`config.mk`:
```
export PLATFORM = sky130hd
export DESIGN_NAME = decode_issue_ctrl
export DESIGN_NICKNAME = d
export VERILOG_FILES = /design/src/rtl/decode_issue_ctrl.sv
export SDC_FILE = /design/constraint.sdc
export NUM_CORES = 1
export LEC_CHECK = 0
export BUFFER_PORTS_ARGS = -buffer_cell sky130_fd_sc_hd__buf_2
export CAP_MARGIN = 30
export CORE_ASPECT_RATIO = 1.1
export CORE_MARGIN = 8
export CORE_UTILIZATION = 50
export DETAILED_ROUTE_END_ITERATION = 6
export PLACE_DENSITY_LB_ADDON = 0.2
export SETUP_SLACK_MARGIN = 0.05
export SKIP_CTS_REPAIR_TIMING = 1
export SLEW_MARGIN = 20
export SYNTH_ARGS = -nofsm -noshare
export SYNTH_HDL_FRONTEND = slang
export SYNTH_SLANG_ARGS = --single-unit
```
`constraint.sdc`:
```
create_clock -name clk -period 5.45 [get_ports clk]
set_clock_uncertainty 0.05 [all_clocks]
set_input_delay 0.545 -clock clk [delete_from_list [all_inputs] [get_ports clk]]
set_output_delay 0.545 -clock clk [all_outputs]
set_load 0.01 [all_outputs]
```
`src/rtl/decode_issue_ctrl.sv`:
```
// Decode/issue controller: IF/ID register, register-usage decode, RAW/WAW scoreboard.
// Optional stall counters under `DECODE_ISSUE_STALL_CNT_EN.
//
// state | meaning
// EMPTY | IF/ID register holds nothing valid
// HOLD  | IF/ID register holds an instruction waiting to issue
module decode_issue_ctrl #(
    parameter int ILEN     = 32,
    parameter int NUM_REGS = 32,
    parameter int REG_AW   = 5
) (
    input  logic                clk,
    input  logic                rst,
    input  logic                if_valid,
    input  logic [ILEN-1:0]     if_instr,
    output logic                if_ready,
    input  logic                flush,
    output logic [ILEN-1:0]     id_instr,
    input  logic [6:0]          dec_opcode,
    input  logic [REG_AW-1:0]   dec_rd,
    input  logic [REG_AW-1:0]   dec_rs1,
    input  logic [REG_AW-1:0]   dec_rs2,
    output logic                ex_valid,
    input  logic                ex_ready,
    output logic [ILEN-1:0]     ex_instr,
    output logic                ex_illegal,
    input  logic                wb_valid,
    input  logic [REG_AW-1:0]   wb_rd,
    output logic [1:0]          stall_reason,
`ifdef DECODE_ISSUE_STALL_CNT_EN
    output logic [31:0]         haz_stall_cnt,
    output logic [31:0]         bp_stall_cnt,
`endif
    output logic [NUM_REGS-1:0] pending
);

    typedef enum logic {EMPTY = 1'b0, HOLD = 1'b1} state_t;

    localparam logic [NUM_REGS-1:0] ONE = NUM_REGS'(1);

    state_t              state, state_nxt;
    logic                id_valid;
    logic                use_rs1, use_rs2, writes_rd, legal;
    logic                use_rs1_q, use_rs2_q, writes_rd_q;
    logic                hazard, issue, accept;
    logic [NUM_REGS-1:0] clr_mask, set_mask, pend_eff;

    assign id_valid   = (state == HOLD);
    assign ex_instr   = id_instr;
    assign ex_illegal = ~legal;

    always_comb begin
        use_rs1_q   = 1'b0;
        use_rs2_q   = 1'b0;
        writes_rd_q = 1'b0;
        legal       = 1'b1;
        case (dec_opcode)
            7'b0110011: begin use_rs1_q = 1'b1; use_rs2_q = 1'b1; writes_rd_q = 1'b1; end
            7'b0010011,
            7'b0000011,
            7'b1100111: begin use_rs1_q = 1'b1; writes_rd_q = 1'b1; end
            7'b0100011,
            7'b1100011: begin use_rs1_q = 1'b1; use_rs2_q = 1'b1; end
            7'b1101111,
            7'b0110111,
            7'b0010111: writes_rd_q = 1'b1;
            default:    legal = 1'b0;
        endcase
    end

    // x0 is hardwired, so it never creates a dependency
    assign use_rs1   = use_rs1_q   & (dec_rs1 != '0);
    assign use_rs2   = use_rs2_q   & (dec_rs2 != '0);
    assign writes_rd = writes_rd_q & (dec_rd  != '0);

    assign clr_mask = wb_valid ? (ONE << wb_rd) : '0;
    assign pend_eff = pending & ~clr_mask;
    assign hazard   = (use_rs1 & pend_eff[dec_rs1]) |
                      (use_rs2 & pend_eff[dec_rs2]) |
                      (writes_rd & pend_eff[dec_rd]);
    assign set_mask = (issue & writes_rd) ? (ONE << dec_rd) : '0;

    always_comb begin
        state_nxt    = state;
        ex_valid     = 1'b0;
        issue        = 1'b0;
        if_ready     = 1'b0;
        accept       = 1'b0;
        stall_reason = 2'b00;
        if (!rst) begin
            ex_valid = id_valid & ~hazard & ~flush;
            issue    = ex_valid & ex_ready;
            if_ready = ~id_valid | issue | flush;
            accept   = if_valid & if_ready;
            if (id_valid & hazard)
                stall_reason = 2'b01;
            else if (id_valid & ~ex_ready)
                stall_reason = 2'b10;
            case (state)
                EMPTY: if (accept) state_nxt = HOLD;
                HOLD: begin
                    if (accept)              state_nxt = HOLD;
                    else if (issue | flush)  state_nxt = EMPTY;
                end
                default: state_nxt = EMPTY;
            endcase
        end
    end

    always_ff @(posedge clk) begin
        if (rst) begin
            state <= EMPTY;
        end else begin
            state <= state_nxt;
        end
    end

    // set after clear so an issue re-claiming a register being written back wins
    always_ff @(posedge clk) begin
        if (rst) begin
            id_instr <= '0;
            pending  <= '0;
        end else begin
            if (accept)
                id_instr <= if_instr;
            pending <= (pending & ~clr_mask) | set_mask;
        end
    end

`ifdef DECODE_ISSUE_STALL_CNT_EN
    always_ff @(posedge clk) begin
        if (rst) begin
            haz_stall_cnt <= '0;
            bp_stall_cnt  <= '0;
        end else begin
            if (stall_reason == 2'b01) haz_stall_cnt <= haz_stall_cnt + 32'd1;
            if (stall_reason == 2'b10) bp_stall_cnt  <= bp_stall_cnt + 32'd1;
        end
    end
`endif

endmodule

```
## After elaboration in Yosys (flattened, before gate mapping)

Index checks and enable logic that the tools add are counted.

| word-level totals | value |
|---|---|
| flip-flop bits (word level) | 65 |
| input port bits | 65 |
| output and inout bits | 101 |
| word-level logic and storage cells | 73 |

| operators by class | value |
|---|---|
| order comparisons | 3 |
| equal/unequal tests | 9 |
| shifts and indexed selects | 2 |
| mux-type cells | 23 |
| bitwise operators | 26 |
| reduce and logical (&&, ||, !) cells | 7 |

Operators with widths:

| operator | number |
|---|---|
| 2-to-1 mux 32 bit | 2 |
| << shifter 1 x 5 -> 32 bit (first input constant) | 2 |
| bitwise AND 32 bit | 1 |
| NOT 32 bit | 1 |
| bitwise OR 32 bit | 1 |
| equality test 7 x 6 -> 1 bit (second input constant) | 3 |
| equality test 7 bit (second input constant) | 3 |
| < comparator 5 x 6 -> 1 bit (second input constant) | 3 |
| binary-select mux 1 bit (select 5 bit) | 3 |
| nonzero test 5 bit | 3 |
| equality test 7 x 5 -> 1 bit (second input constant) | 2 |
| 2-to-1 mux 1 bit | 14 |
| bitwise AND 1 bit | 13 |
| OR reduction 9 bit | 1 |
| equality test 7 x 2 -> 1 bit (second input constant) | 1 |
| OR reduction 7 bit | 1 |
| 2-to-1 mux 2 bit | 3 |
| OR reduction 6 bit | 1 |
| NOT 1 bit | 5 |
| bitwise OR 1 bit | 5 |
| OR reduction 3 bit | 1 |
| case mux 1 bit (2 select lines) | 1 |

## Depth between registers and ports, before layout

| depth | value |
|---|---|
| depth in word-level cells | 18 |
| depth in mapped cells | 11 |
| depth with buffers taken out | 8 |

## Worst setup path after synthesis

No wires, ideal clock.

| timing path | value |
|---|---|
| kind | in2out |
| start point | input dec_rd[0] |
| end point | output ex_valid |
| data arrival time | 2821 ps |
| data required time | 4855 ps |
| setup slack | 2034 ps |
| stages | 10 |
| path buffers | 2 |
| path through | clkbuf_1 buf_2 mux2i_1 nor3_1 or4_1 a211oi_1 nor4_1 nor3_2 nand2_1 nor3_1 |

| between the ends | value |
|---|---|
| cells in the longest elaborated chain, start to end | 8 |
| elaborated cells between the ends (all ways) | 10 |
| classes of those cells | mux (3); bitwise (6); reduce/logical (1) |

RTL lines:

| what | line | source |
|---|---|---|
| start, declared | 20 | `input logic [REG_AW-1:0] dec_rd,` |
| binary-select mux 1 bit (select 5 bit) or nonzero test 5 bit (tied branches) | 80, 74 |  |
| 2-to-1 mux 1 bit (not written as such) or bitwise AND 1 bit (tied branches) | 80, 74 |  |
| bitwise AND 1 bit * | 80 | `(writes_rd & pend_eff[dec_rd]);` |
| bitwise OR 1 bit * | 79 | `(use_rs2 & pend_eff[dec_rs2]) \|` |
| NOT 1 bit * | 91 | `ex_valid = id_valid & ~hazard & ~flush;` |
| bitwise AND 1 bit * (2 in a row) | 91 |  |
| 2-to-1 mux 1 bit * | 90 | `if (!rst) begin` |
| end, declared | 23 | `output logic ex_valid,` |

Every way passes the cells marked *; elsewhere a longest branch is shown, timed or not. The select of a mux whose other input is x is not followed.

## Worst setup path after layout

| timing path | value |
|---|---|
| start point | input wb_rd[3] |
| end point | output stall_reason[1] |

| between the ends | value |
|---|---|
| cells in the longest elaborated chain, start to end | 12 |
| elaborated cells between the ends (all ways) | 18 |
| classes of those cells | shift (1); mux (9); bitwise (8) |

RTL lines:

| what | line | source |
|---|---|---|
| start, declared | 28 | `input logic [REG_AW-1:0] wb_rd,` |
| << shifter 1 x 5 -> 32 bit * | 76 | `assign clr_mask = wb_valid ? (ONE << wb_rd) : '0;` |
| 2-to-1 mux 32 bit * | 76 |  |
| NOT 32 bit * | 77 | `assign pend_eff = pending & ~clr_mask;` |
| bitwise AND 32 bit * | 77 |  |
| binary-select mux 1 bit (select 5 bit), on equally long branches | 78, 79 |  |
| 2-to-1 mux 1 bit, on equally long branches | 78, 79 |  |
| bitwise AND 1 bit, on equally long branches | 78, 79 |  |
| bitwise OR 1 bit | 78 | `assign hazard = (use_rs1 & pend_eff[dec_rs1]) \|` |
| bitwise OR 1 bit * | 79 |  |
| bitwise AND 1 bit * | 95 | `if (id_valid & hazard)` |
| 2-to-1 mux 2 bit * | 95 |  |
| 2-to-1 mux 2 bit * | 90 |  |
| end, declared | 29 | `output logic [1:0] stall_reason,` |

Marks and branches as above.

==> summary.md <==
| Metric | Value |
|---|---|
| Status | completed |
| Router iterations before antenna repair | 5 |
| RSZ-0062 raised after global routing | no |
| Critical path class | in -> out |
| Routed len/inst | 21.5 um |
| Congestion Overflow GR | 0 |
| Via count | 4952 |
| Die height | 115 um |
| Worst Tran Pin Value | 0.939 ns |
| Vias per cell | 6.31 |
| Placed Cells incl. Taps | 770 |
| Root Buffer | clkbuf_8 |
| Final non-filler cell total | 785 |
| Share of layout cells above drive strength 1 | 29.8% |
| Slew Viols, Final | 0 |
| Antenna-violating nets left | 0 |
| Setup TNS | 0 ns |
| Worst r2r src | pending[10] |
| LEAKAGE | 2.34 nW |
| Max-Cap Viols | 0 |
| Number of enable flip-flop cells after synthesis | 0 |
| Fin. Hold Viols | 0 |
| Hold Crit Class | in -> reg |
| Final setup viols | 0 |
| DRT iter0 DRCs | 484 |
| Worst setup path startpoint | wb_rd[3] |
| Final HPWL DP | 12.8 mm |
| Num CTS Buffers | 9 |
| Critical Path Start Type | input pin |
| Worst path depth | 10 |
| Most common library cell in the layout ignoring fill and taps | buf_2 |
| First-pass GRT wire length | 26.3 mm |
| Setup crit end kind | output pin |
| Final min period | 3.90 ns |
| Library cells used by synthesis | 66 |
| Clock transition at path regs | 0.07 ns |
| Critical path cell sequence | buf_2, nand4bb_1, o21ai_0, o21ai_0, o311ai_1, o31ai_1, nor3_2, nand2_1, nor3_1, buf_2 |
| Asr flop ratio synth | 0% |
| Min Hold Slack | 0.386 ns |
| Arrival @ worst endpoint | 3.31 ns |
| CP Data Required Time | 4.86 ns |
| Most frequent cells in the layout | buf_2 (165), nand2_1 (101), dfxtp_1 (65), mux2i_1 (47), o21ai_0 (25) |
| # DRC | 0 |
| Yosys warns | 0 |
| WHS Path Cells | 3 |
| Sequential area share after synthesis | 29.3% |
| IO Pins | 166 |
| Drt total wl | 16.9 mm |
| CTS H-tree depth | 3 |
| Post-synth top flop | dfxtp_1 |
| Largest net degree at the start of global routing | 82 |
| TritonCTS Sinks | 65 |
| CP top delay family | compound AO/OA/AOI/OAI gates |
| Placer Congestion | 1.02 |
| Die area | 12200 sq um |
| Core Area | 8740 sq um |
| Crit-path max cell delay | 0.46 ns |
| Syn Nets | 627 |
| Tcrit/Tclk final | 71.6% |
| Hold_sp | if_instr[26] |
| Antenna fix cells | 0 |
| TritonCTS clock tree | yes |
| PwrDens | 210 nW/um^2 |
| Critical path's slowest cell | o311ai_1 |
| Worst skew pair latency | 0.35 ns |
| Relative slew slack | 36.8% |
| Peak supply drop | 0.188 mV |
| Nets | 732 |
| Syn Inst Count | 562 |
| Vias in the first global route | 5014 |
| CP bufs+invs | 2 |
| Chip width | 106 um |
| Site Rows | 36 |
| CTS max path bufs | 2 |
| R2R cell count | 8 |
| Post-Syn Area | 4440 sq um |
| Initial antenna violation count | 0 |
| Fmax | 0.256 GHz |
| Mean Syn Cell Area | 7.90 sq um |
| Gr usage total | 27.1% |
| Flops & latches, synth | 65 |
| Number of port buffers | 165 |
| Area delta synth->final | 16.2% |
| Max FO, Critical Path | 8 |
| Initial core utilization | 50.8% |
synthesized netlist by cell type (all sizes together), types with 2 or more instances:
| cell type | n | area, sq um |
|---|---|---|
| a211oi | 2 | 27.5 |
| a21oi | 9 | 45.0 |
| a221oi | 2 | 17.5 |
| a22oi | 2 | 15.0 |
| a311oi | 2 | 17.5 |
| a31oi | 3 | 18.8 |
| and3 | 5 | 31.3 |
| and3b | 2 | 17.5 |
| buf | 42 | 315 |
| clkbuf | 32 | 120 |
| dfxtp | 65 | 1300 |
| inv | 12 | 45.0 |
| mux2 | 2 | 22.5 |
| mux2i | 47 | 470 |
| mux4 | 4 | 90.1 |
| nand2 | 101 | 379 |
| nand2b | 14 | 87.6 |
| nand3 | 16 | 85.1 |
| nand4 | 7 | 43.8 |
| nand4b | 4 | 35.0 |
| nand4bb | 3 | 33.8 |
| nor2 | 21 | 78.8 |
| nor2b | 3 | 18.8 |
| nor3 | 19 | 100 |
| nor3b | 3 | 22.5 |
| nor4 | 4 | 25.0 |
| o2111ai | 4 | 35.0 |
| o211ai | 19 | 143 |
| o21ai | 39 | 203 |
| o21bai | 2 | 15.0 |
| o22ai | 17 | 106 |
| o311ai | 5 | 43.8 |
| o31ai | 12 | 95.1 |
| o32ai | 6 | 52.6 |
| o41ai | 2 | 36.3 |
| or2 | 3 | 18.8 |
| or3 | 4 | 25.0 |
| or4 | 4 | 37.5 |
| or4b | 3 | 33.8 |
| xor2 | 4 | 35.0 |
registers in the layout, indices dropped and copies added (netlist names):
register,count
id_valid,1
pending,32
ex_instr,32
layer usage:
metal / up-vias / share of wire, % / wire length, um / GRT usage, %
met3: 78 / 11 / 1860 / 7.74
met1: 2267 / 37 / 6250 / 30.5
li1: 2247 / - / - / -
met2: 360 / 47 / 7970 / 44.8
met5: - / 0 / 0 / 0
met4: 0 / 4.9 / 833 / 16.3
power by group:
group	switching, W	internal, W
Clock	0.000181	0.000174
Sequential	0.0000132	0.000494
Combinational	0.000141	0.0000820
kinds of logic after synthesis:
logic type	synth area share, %
compound gates	21.4
buf+inv	10.9
xor+xnor	0.986
simple gates	24.3
flops	29.3
mux	13.1
path summary, 6_finish.rpt:
check                         end  slack [ns]
hold / removal       ex_instr[26]        0.39
setup reg to reg      pending[24]        2.17
setup / recovery  stall_reason[1]        1.55
hold reg to reg       ex_instr[3]        0.42
worst reg2reg max path, delay by kind of cell, from the launching register on:
family	cells	cell delay (ns)
flip-flops	1	0.37
multiplexers	1	0.22
AO/OA/AOI/OAI	2	0.76
AND/OR/NAND/NOR	5	1.78
stage by stage:
| step | setup slack (ns) | power, W | instance area, sq um | utilization (%) |
|---|---|---|---|---|
| floorplan | 2.03 | 0.000672 | 4440 | - |
| global placement | 1.51 | 0.000735 | 5000 | 57.2 |
| detailed placement | 1.44 | 0.000738 | 5000 | 57.2 |
| CTS | 1.54 | 0.00109 | 5160 | 59.0 |
| global route | 1.22 | 0.00114 | 5160 | 59.0 |
| finish | 1.55 | 0.00108 | 5160 | 59.0 |
final cells by class:
class / count / area (sq um)
fill: 823 / 3580
tap: 114 / 143
timing repair buffer: 168 / 848
multi-input combinational: 410 / 2660
sequential: 65 / 1300
clock buffer: 12 / 145
clock inverter: 3 / 17.5
inverter: 13 / 48.8
Power figures use the tool's default switching activity.
